$ cat src/rtl/core_pkg.sv
// Shared types and constants for the PC/fetch sequencer.
package core_pkg;

    localparam int XLEN = 32;

    typedef enum logic [1:0] {
        BOOT  = 2'd0,
        FETCH = 2'd1,
        EXEC  = 2'd2,
        HALT  = 2'd3
    } state_t;

    localparam logic [1:0] ERR_NONE     = 2'd0;
    localparam logic [1:0] ERR_TIMEOUT  = 2'd1;
    localparam logic [1:0] ERR_MISALIGN = 2'd2;

endpackage

$ cat src/rtl/status_flag_reg.sv
// N/Z/V status flag register with write enable.
// Latency: one cycle from write to q.
// Backpressure: none; the caller gates the write enable.
module status_flag_reg (
    input  logic       clk,
    input  logic       rst_n,
    input  logic       we,
    input  logic [2:0] d,
    output logic [2:0] q
);

    always_ff @(posedge clk or negedge rst_n) begin
        if (!rst_n) begin
            q <= 3'b000;
        end else if (we) begin
            q <= d;
        end
    end

endmodule

$ cat src/rtl/pc_fetch_ctrl.sv
// PC register, fetch handshake FSM and status flags feeding the branch stage.
// Latency: instr_valid one cycle after imem_ready; PC/flags update on the commit edge.
// Backpressure: stall holds EXEC; imem_ready low keeps FETCH until the timeout fires.
module pc_fetch_ctrl
    import core_pkg::*;
#(
    parameter logic [31:0] RESET_PC = 32'h0000_0000,
    parameter int          TIMEOUT  = 16
) (
    input  logic        clk,
    input  logic        rst_n,
    input  logic [31:0] out_pc,
    input  logic        enable,
    input  logic        stall,
    input  logic        halt_req,
    input  logic        alu_n,
    input  logic        alu_z,
    input  logic        alu_v,
    input  logic        flag_we,
    input  logic        imem_ready,
    input  logic [31:0] imem_rdata,
    output logic        imem_req,
    output logic [31:0] imem_addr,
    output logic [31:0] pc,
    output logic [31:0] pc4,
    output logic [31:0] instr,
    output logic        instr_valid,
    output logic        n,
    output logic        z,
    output logic        v,
    output logic        halted,
    output logic [1:0]  err
);

    localparam logic [7:0] TMO_LAST = 8'(TIMEOUT - 1);

    state_t           state, state_nxt;
    logic [XLEN-1:0]  pc_nxt;
    logic [XLEN-1:0]  instr_nxt;
    logic [1:0]       err_nxt;
    logic [7:0]       tmo_cnt, tmo_cnt_nxt;
    logic             flag_wr;
    logic [2:0]       flags_q;

    always_ff @(posedge clk or negedge rst_n) begin
        if (!rst_n) begin
            state   <= BOOT;
            pc      <= RESET_PC;
            instr   <= '0;
            err     <= ERR_NONE;
            tmo_cnt <= '0;
        end else begin
            state   <= state_nxt;
            pc      <= pc_nxt;
            instr   <= instr_nxt;
            err     <= err_nxt;
            tmo_cnt <= tmo_cnt_nxt;
        end
    end

    always_comb begin
        state_nxt   = state;
        pc_nxt      = pc;
        instr_nxt   = instr;
        err_nxt     = err;
        tmo_cnt_nxt = tmo_cnt;
        flag_wr     = 1'b0;

        unique case (state)
            BOOT: state_nxt = FETCH;

            FETCH: begin
                if (imem_ready) begin
                    instr_nxt   = imem_rdata;
                    tmo_cnt_nxt = '0;
                    state_nxt   = EXEC;
                end else if (tmo_cnt == TMO_LAST) begin
                    err_nxt   = ERR_TIMEOUT;
                    state_nxt = HALT;
                end else begin
                    tmo_cnt_nxt = tmo_cnt + 8'd1;
                end
            end

            EXEC: begin
                if (!stall) begin
                    flag_wr = flag_we;
                    if (halt_req) begin
                        state_nxt = HALT;
                    end else if (enable) begin
                        // A misaligned redirect is fatal: keep the faulting slot's PC.
                        if (out_pc[1:0] != 2'b00) begin
                            err_nxt   = ERR_MISALIGN;
                            state_nxt = HALT;
                        end else begin
                            pc_nxt    = out_pc;
                            state_nxt = FETCH;
                        end
                    end else begin
                        pc_nxt    = pc4;
                        state_nxt = FETCH;
                    end
                end
            end

            HALT: state_nxt = HALT;

            default: state_nxt = HALT;
        endcase
    end

    status_flag_reg u_flags (
        .clk   (clk),
        .rst_n (rst_n),
        .we    (flag_wr),
        .d     ({alu_n, alu_z, alu_v}),
        .q     (flags_q)
    );

    assign {n, z, v}   = flags_q;
    assign pc4         = pc + 32'd4;
    assign imem_req    = (state == FETCH);
    assign imem_addr   = pc;
    assign instr_valid = (state == EXEC);
    assign halted      = (state == HALT);

endmodule

$ cat config.mk
export PLATFORM = sky130hd
export DESIGN_NAME = pc_fetch_ctrl
export DESIGN_NICKNAME = d
export VERILOG_FILES = /design/src/rtl/core_pkg.sv /design/src/rtl/status_flag_reg.sv /design/src/rtl/pc_fetch_ctrl.sv
export SDC_FILE = /design/constraint.sdc
export NUM_CORES = 1
export LEC_CHECK = 0
export CORE_MARGIN = 2
export CORE_UTILIZATION = 25
export DETAILED_ROUTE_END_ITERATION = 10
export GPL_ROUTABILITY_DRIVEN = 0
export GPL_TIMING_DRIVEN = 0
export PLACE_DENSITY_LB_ADDON = 0.08
export SLEW_MARGIN = 20
export SYNTH_ARGS = -nofsm -noshare
export SYNTH_HDL_FRONTEND = slang
export SYNTH_SLANG_ARGS = --single-unit
$ cat constraint.sdc
create_clock -name clk -period 3.1 [get_ports clk]
set_input_delay 0.775 -clock clk [delete_from_list [all_inputs] [get_ports clk]]
set_output_delay 0.775 -clock clk [all_outputs]
set_load 0.01 [all_outputs]
* Word-level counts from Yosys, hierarchy flattened
Cells that the tools add are included.
** Word-level totals
- Register bits :: 79
- Input port bits :: 74
- Output and inout bits :: 136
- Word-level logic and storage cells :: 51
** Cells by class
- Add/subtract/negate cells :: 2
- Equality and inequality tests :: 13
- Muxes and demuxes :: 20
- Bitwise operators :: 2
- Reductions and logical operators :: 8
** Operators with widths (count)
- 32-bit two-way mux :: 2
- 32-bit by 3-bit adder with 32-bit output, second input constant :: 1
- 2-bit two-way mux :: 12
- 8-bit two-way mux :: 2
- 2-bit != test, second input constant :: 6
- 8-bit by 1-bit adder with 8-bit output, second input constant :: 1
- 8-bit by 4-bit == test with 1-bit output, second input constant :: 1
- 2-bit one-hot mux with 4 select lines :: 1
- 7-bit AND reduction :: 1
- 2-bit AND reduction :: 3
- 2-bit == test, second input constant :: 2
- 2-bit by 1-bit != test with 1-bit output, second input constant :: 2
- 2-bit one-hot mux with 2 select lines :: 1
- 4-bit AND reduction :: 1
- 2-bit nonzero test :: 2
- 3-bit by 2-bit != test with 1-bit output, second input constant :: 1
- 2-bit by 1-bit == test with 1-bit output, second input constant :: 1
- 2-bit zero test :: 1
- 1-bit two-way mux :: 2
- 1-bit NOT :: 2

* Logic depth before layout (Yosys ltp)
- Word-level depth :: 6
- Gate-level depth with buffers :: 7

* Modules after synthesis
Synthesis repeated with hierarchy kept, for this count alone.
** Unflattened totals
- Cell total of the unflattened synthesis :: 452
- Area total of the unflattened synthesis :: 4403.0 sq um
** By module, submodules not included
- pc_fetch_ctrl :: instances 1, cells an instance 446, area each 4294.1 sq um, seq. area each 1901.8 sq um
- status_flag_reg :: instances 1, cells an instance 6, area each 108.9 sq um, seq. area each 75.1 sq um

* Least setup slack after synthesis
No wires, ideal clock.
- Kind :: flip-flop to output port
- From :: register pc[4], in the netlist imem_addr[4]
- To :: output pc4[27]
- Arrival time :: 1.891 ns
- Path slack :: 0.434 ns
- Stages on the path, launching flop included :: 7
- Path buffers :: 1
- Cell sequence :: dfrtp_1 nand3_4 or3_4 or3_4 buf_6 nor2_1 xor2_1
** On the way
- Word-level cells in the longest chain between the ends :: 1
** Ends and longest elaborated chain
- from (decl) :: line pc_fetch_ctrl.sv:24 : output logic [31:0] pc,
- from (signal assigned) :: line pc_fetch_ctrl.sv:54 : pc <= pc_nxt;
- 32-bit by 3-bit adder with 32-bit output :: line pc_fetch_ctrl.sv:121 : assign pc4 = pc + 32'd4;
- to (decl) :: line pc_fetch_ctrl.sv:25 : output logic [31:0] pc4,
Every way passes these cells.

* Worst setup path in the final report
- From :: register pc[2], in the netlist imem_addr[2]
- To :: output pc4[21]
Same word-level chain as after synthesis.

==> flow_metrics.tcl <==
set metrics [dict create \
    outcome "completed" \
    drv_cap 0 \
    muxShareOfSynthArea_pct 9.09 \
    dr.first_iter.drc_count 234 \
    cts_made_buffers 9 \
    mostFrequentLayoutCells "clkdlybuf4s50_1, buf_4, dfrtp_1" \
    cp_max_fo 4 \
    endpoint_kind "output port" \
    clk_latency_ns 0.35 \
    synth_top_family_by_area "simple AND/OR/NAND/NOR gates" \
    routed_wirelength_um 15900 \
    antenna_cells 0 \
    synth_xor_area_share_pct 5.77 \
    cellLeakagePower_nw 3.20 \
    via_per_inst 4.71 \
    dpl.cell_count 902 \
    grt_max_degree 50 \
    finalHoldViolations 0 \
    synth-seq-cells 79 \
    grt.total_usage_pct 16.6 \
    clk_pin_slew_ns 0.06 \
    holdCritPathClass "in2async" \
    setup_violations 0 \
    synth_nets 540 \
    cts_tree "yes" \
    syn_inst 464 \
    synth_fa_ha_area_share_pct 0.549 \
    synthFlopType "dfrtp_1" \
    whs_ns 0.369 \
    clock_path_buffers 2 \
    worst_slack_ns 0.0219 \
    start_kind "flip-flop" \
    synth-simple-area-share_pct 18.4 \
    finalCritPeriodShare_pct 99.3 \
    die_x_um 139 \
    synthArstFlopShare_pct 100 \
    post_route_cells_drive_above_1_share_pct 25.7 \
    core.rowCount 49 \
    seqCellArea_um2 2000 \
    vdd.ir_drop.worst_mv 0.235 \
    cts-root-buf "clkbuf_16" \
    io_pins 210 \
    multi_input_area_um2 2270 \
    drcViolationCount 0 \
    ys.warnings.count 0 \
    fmax_mhz 325 \
    slew_violations 0 \
    syn_area_per_cell_um2 9.82 \
    syn_area_um2 4550 \
    synth-edff-count 0 \
    syn2layout_area_growth_pct 66.4 \
    dp_slack_ns -0.230 \
    htreeDepth 3 \
    drtAntennaViolNets 0 \
    cp.arrival_ns 2.30 \
    vias 4457 \
    die_area_um2 19300 \
    grt_pass1_wl_um 25300 \
    path_class "reg2out" \
    antenna_found_initial 2 \
    die-height_um 139 \
    avgRoutedWirePerCell_um 16.8 \
    first_pass_iters 4 \
    min_period_ns 3.08 \
    seq_area_frac_synth_pct 43.4 \
    fillers 1765 \
    hold_buffers 0 \
    dpl.hpwl_um 11900 \
    portBuffers 208 \
    coreArea_um2 17900 \
    p_per_area_nw_per_um2 395 \
    grt_pass1_vias 4514 \
    nets 788 \
    clock-sinks 79 \
    final_common_cell "clkdlybuf4s50_1" \
    reg2regPathDepth 6 \
    tightestPinTransition_ns 0.683 \
    required_ns 2.32 \
    fin_cells 946 \
    grt_overflow 0 \
    slew_headroom_pct 54.3 \
    synth.distinct_cells 59 \
    synth_compound_area_share_pct 13.7 \
    rsz0062_at_grt "true" \
    clock_skew_ns 0.00835 \
    initial_core_util_pct 25.4 \
]
[worst max-delay path, stage by stage, from the launching register on]
cell and delay [ns]:
dfrtp_2 0.42, nand3_4 0.11, or3_4 0.43, nor3_2 0.27
xor2_1 0.18, clkdlybuf4s50_1 0.55
[synthesized netlist by cell type (all sizes together), types with 2 or more instances]
master	number	area share, %
nand4	5	1.0
a22oi	4	0.66
nand2b	2	0.27
xnor2	13	2.5
or3	7	1.2
or2	2	0.27
buf	43	6.9
o22ai	11	1.5
nor4	4	0.55
and2	7	0.99
and4	4	0.82
and3	13	1.9
o21a	4	0.66
o22a	6	1.2
nor3	10	1.1
nor2	28	2.3
nand2	42	3.5
ha	2	0.55
a2bb2oi	6	1.2
mux2i	2	0.44
nand3b	2	0.33
o31ai	2	0.33
a31o	2	0.38
inv	6	0.49
nand3	23	2.8
mux2	35	8.7
nor2b	2	0.27
a31oi	5	0.69
o21ai	20	2.2
clkbuf	14	1.6
o211ai	3	0.49
or4b	2	0.52
dfrtp	79	43
xor2	17	3.3
a21oi	25	2.8
[sequential cells by signal, indices dropped and copies added, names as in the netlist]
name and cells:
state 2, instr 32, tmo_cnt 8, imem_addr 32, u_flags.q 3, err 2
[report_power, final]
| group | switching (W) | leakage, nW | internal, W | total, W |
|---|---|---|---|---|
| clock | 0.000468 | 0.151 | 0.000635 | 0.00110 |
| combinational | 0.000256 | 2.07 | 0.000438 | 0.000695 |
| sequential | 0.0000705 | 0.975 | 0.00113 | 0.00120 |
[stage by stage]
| stage | util (%) | area, um2 | TNS [ns] | power, W |
|---|---|---|---|---|
| 2_1_floorplan | - | 4550 | 0 | 0.00145 |
| 3_3_place_gp | 38.7 | 6920 | -155.32 | 0.00187 |
| 3_5_place_dp | 38.8 | 6950 | -2.00 | 0.00188 |
| 4_1_cts | 41.5 | 7430 | -0.125 | 0.00303 |
| 5_1_grt | 42.3 | 7580 | -0.119 | 0.00316 |
| 6_report | 42.3 | 7580 | 0 | 0.00300 |
[kinds of logic (layout without fill, tap and decap cells)]
group	count (synthesis)	count (layout)
AO/OA/AOI/OAI	96	96
XOR/XNOR	30	30
adder cells (fa/ha/maj)	2	2
buffers and inverters	64	317
flip-flops	79	79
multiplexers	37	37
AND/OR/NAND/NOR	156	156
[final timing paths]
check | from | to | slack, ns
worst min register to register | instr[29]$_DFFE_PN0P_ | instr[29]$_DFFE_PN0P_ | 0.50
worst max register to register | state[0]$_DFFE_PN0P_ | imem_addr[9]$_DFFE_PN0P_ | 0.66
worst min-delay path | rst_n | imem_addr[17]$_DFFE_PN0P_ | 0.37
min in group clk | instr[29]$_DFFE_PN0P_ | instr[29]$_DFFE_PN0P_ | 0.50
worst max-delay path | imem_addr[2]$_DFFE_PN0P_ | pc4[21] | 0.02
max in group asynchronous | rst_n | instr[22]$_DFFE_PN0P_ | 2.12
[layer usage]
layer	routed length, um	track usage [%]
met1	6460	20.5
met2	7930	27.4
met3	1150	4.97
met4	315	6.38
met5	13	0
[final cells by class]
| cell class | count | area share [%] |
|---|---|---|
| Buffer | 56 | 4.97 |
| Clock buffer | 9 | 2.97 |
| Multi-Input combinational cell | 321 | 30.0 |
| Sequential cell | 79 | 26.4 |
| Tap cell | 229 | 3.78 |
| Clock inverter | 7 | 1.04 |
| Inverter | 7 | 0.347 |
| Timing Repair Buffer | 238 | 30.5 |
[what timing repair did]
item,4_1_cts,5_1_grt
hold endpoints to repair,0,0
resized for setup,62,14
pin swaps,7,2
setup endpoints to repair,21,13
setup buffers,12,17
(Power assumes the default switching activity.)
==> variant (config.mk and constraints unchanged) <==
Put one more register stage on the output `err`. The value now appears one clock later. The other outputs are not delayed to match.
--- a/src/rtl/pc_fetch_ctrl.sv
+++ b/src/rtl/pc_fetch_ctrl.sv
@@ -34,6 +34,8 @@
 
     localparam logic [7:0] TMO_LAST = 8'(TIMEOUT - 1);
 
+    logic [1:0] err_s0;
+
     state_t           state, state_nxt;
     logic [XLEN-1:0]  pc_nxt;
     logic [XLEN-1:0]  instr_nxt;
@@ -47,13 +49,13 @@
             state   <= BOOT;
             pc      <= RESET_PC;
             instr   <= '0;
-            err     <= ERR_NONE;
+            err_s0  <= ERR_NONE;
             tmo_cnt <= '0;
         end else begin
             state   <= state_nxt;
             pc      <= pc_nxt;
             instr   <= instr_nxt;
-            err     <= err_nxt;
+            err_s0  <= err_nxt;
             tmo_cnt <= tmo_cnt_nxt;
         end
     end
@@ -62,7 +64,7 @@
         state_nxt   = state;
         pc_nxt      = pc;
         instr_nxt   = instr;
-        err_nxt     = err;
+        err_nxt     = err_s0;
         tmo_cnt_nxt = tmo_cnt;
         flag_wr     = 1'b0;
 
@@ -124,5 +126,9 @@
     assign instr_valid = (state == EXEC);
     assign halted      = (state == HALT);
 
+    always_ff @(posedge clk) begin
+        err <= err_s0;
+    end
+
 endmodule
 
Function: changed (a bounded check fails within 4 cycles, from zero or initial values and one cycle with rst_n low).
==> variant against the unedited design <==
Sequential cell count grew 2. Area after synthesis shrank 0.47%. Cell area shrank 1.1%. Register-to-register slack gained 0.10 ns. Total power grew 6.0%. Worst setup slack gained 0.099 ns. First-iteration DRC count shrank 26%. Routed wire length shrank 2.2%. Via count shrank 3.3%.
==> variant: results (changes against the unedited design) <==
----------------------------------------------------
[GRT]
  GRT Overall Usage ... 0.163 (-0.00263)
  Antenna violations before repair ... 1 (-1)
  Vias in the first global route ... 4529 (+0.33%)
  Largest net degree at the start of global routing ... 49 (-2.0%)
  First-pass GRT wire length ... 25.1 mm (-0.95%)

[Logic synthesis]
  Parity-gate share of the synthesized area counting xor and xnor cells ... 0.0618 (+0.00413)
  Post-synth net total ... 527 (-2.4%)
  List of most frequent post-synthesis cells ... sky130_fd_sc_hd__dfrtp_1, sky130_fd_sc_hd__nand2_1, sky130_fd_sc_hd__buf_4, sky130_fd_sc_hd__mux2_2, sky130_fd_sc_hd__nor2_1
  Share of synthesized area spent on multiplexers ... 0.0958 (+0.00484)
  Adder and majority cell fraction of the synthesized area ... 0.00552 (+0.0000258)
  Unique cell type count in the Yosys netlist ... 57 (-3.4%)
  Area fraction in compound gates after synthesis ... 0.136 (-0.00156)
  Async set-or-reset flop fraction in the synthesized netlist ... 0.975 (-0.0247)
  Sequential-to-total area share from yosys stat ... 0.445 (+0.0109)

[Finish]
  Net count reported at finish ... 762 (-3.3%)
  Filler Cells Inserted ... 1770 (+0.28%)

[Routing]
  Via total after detailed routing ... 4308 (-3.3%)
  Initial detailed-routing violation count ... 173 (-26%)
  Average wire length per cell after detail routing ... 16.9 um (+0.57%)

[Power]
  Peak ir drop on the vdd network ... 0.000261 V (+11%)

[STA]
  Worst Clk Skew ... 0.00433 ns (-0.00402 ns)
  Transition time at the pin with the least slew margin ... 0.691 ns (+0.00829 ns)

[Setup path]
  Flop2flop setup slack ... 0.76 ns (+0.10 ns)
  Largest fanout on the critical path ... 10 (+6)
  Critical Path Max Stage Delay ... 0.57 ns (+0.02 ns)
  Cell family with the largest share of critical-path delay ... buffers and inverters

[Status]
  Status ... finished, final reports clean

[Min path]
  Class of the tightest hold or removal check ... reg2reg

[Clock network]
  Post-cts repair resize count ... 47 (-24%)
  Number of setup buffers added after CTS ... 16 (+4)

[Placed design]
  DP HPWL ... 11.7 mm (-1.6%)

----------------------------------------------------
-- variant: through the flow --
step                setup slack [ns]  std cells  hold slack (ns)  area [um^2]
finish                         0.121        920            0.375         7500
global route                  0.0194        920            0.394         7500
CTS                          -0.0409        919            0.380         7440
detailed placement            -0.191        889            0.364         6930
global placement               -2.00        888            0.356         6900
floorplan                      0.648        451            0.347         4530
-- variant: power by group --
group          total [mW]  internal [mW]  switching, mW
combinational       0.788          0.493          0.296
clock                1.11          0.630          0.480
sequential           1.28           1.18         0.0949
-- variant: cell type report --
cell class              count  share of cell area
flip-flops and latches     81               0.272
clock inverters             7              0.0102
well taps                 229              0.0382
clock buffers               9              0.0300
multi-input cells         308               0.302
plain buffers              54              0.0467
inverters                   6             0.00300
repair buffers            226               0.299
-- variant: metal layers --
layer | track usage | share of wire
met1 | 0.204 | 0.43
met2 | 0.267 | 0.47
met3 | 0.0501 | 0.080
met4 | 0.0595 | 0.019
met5 | 0 | 0.00071
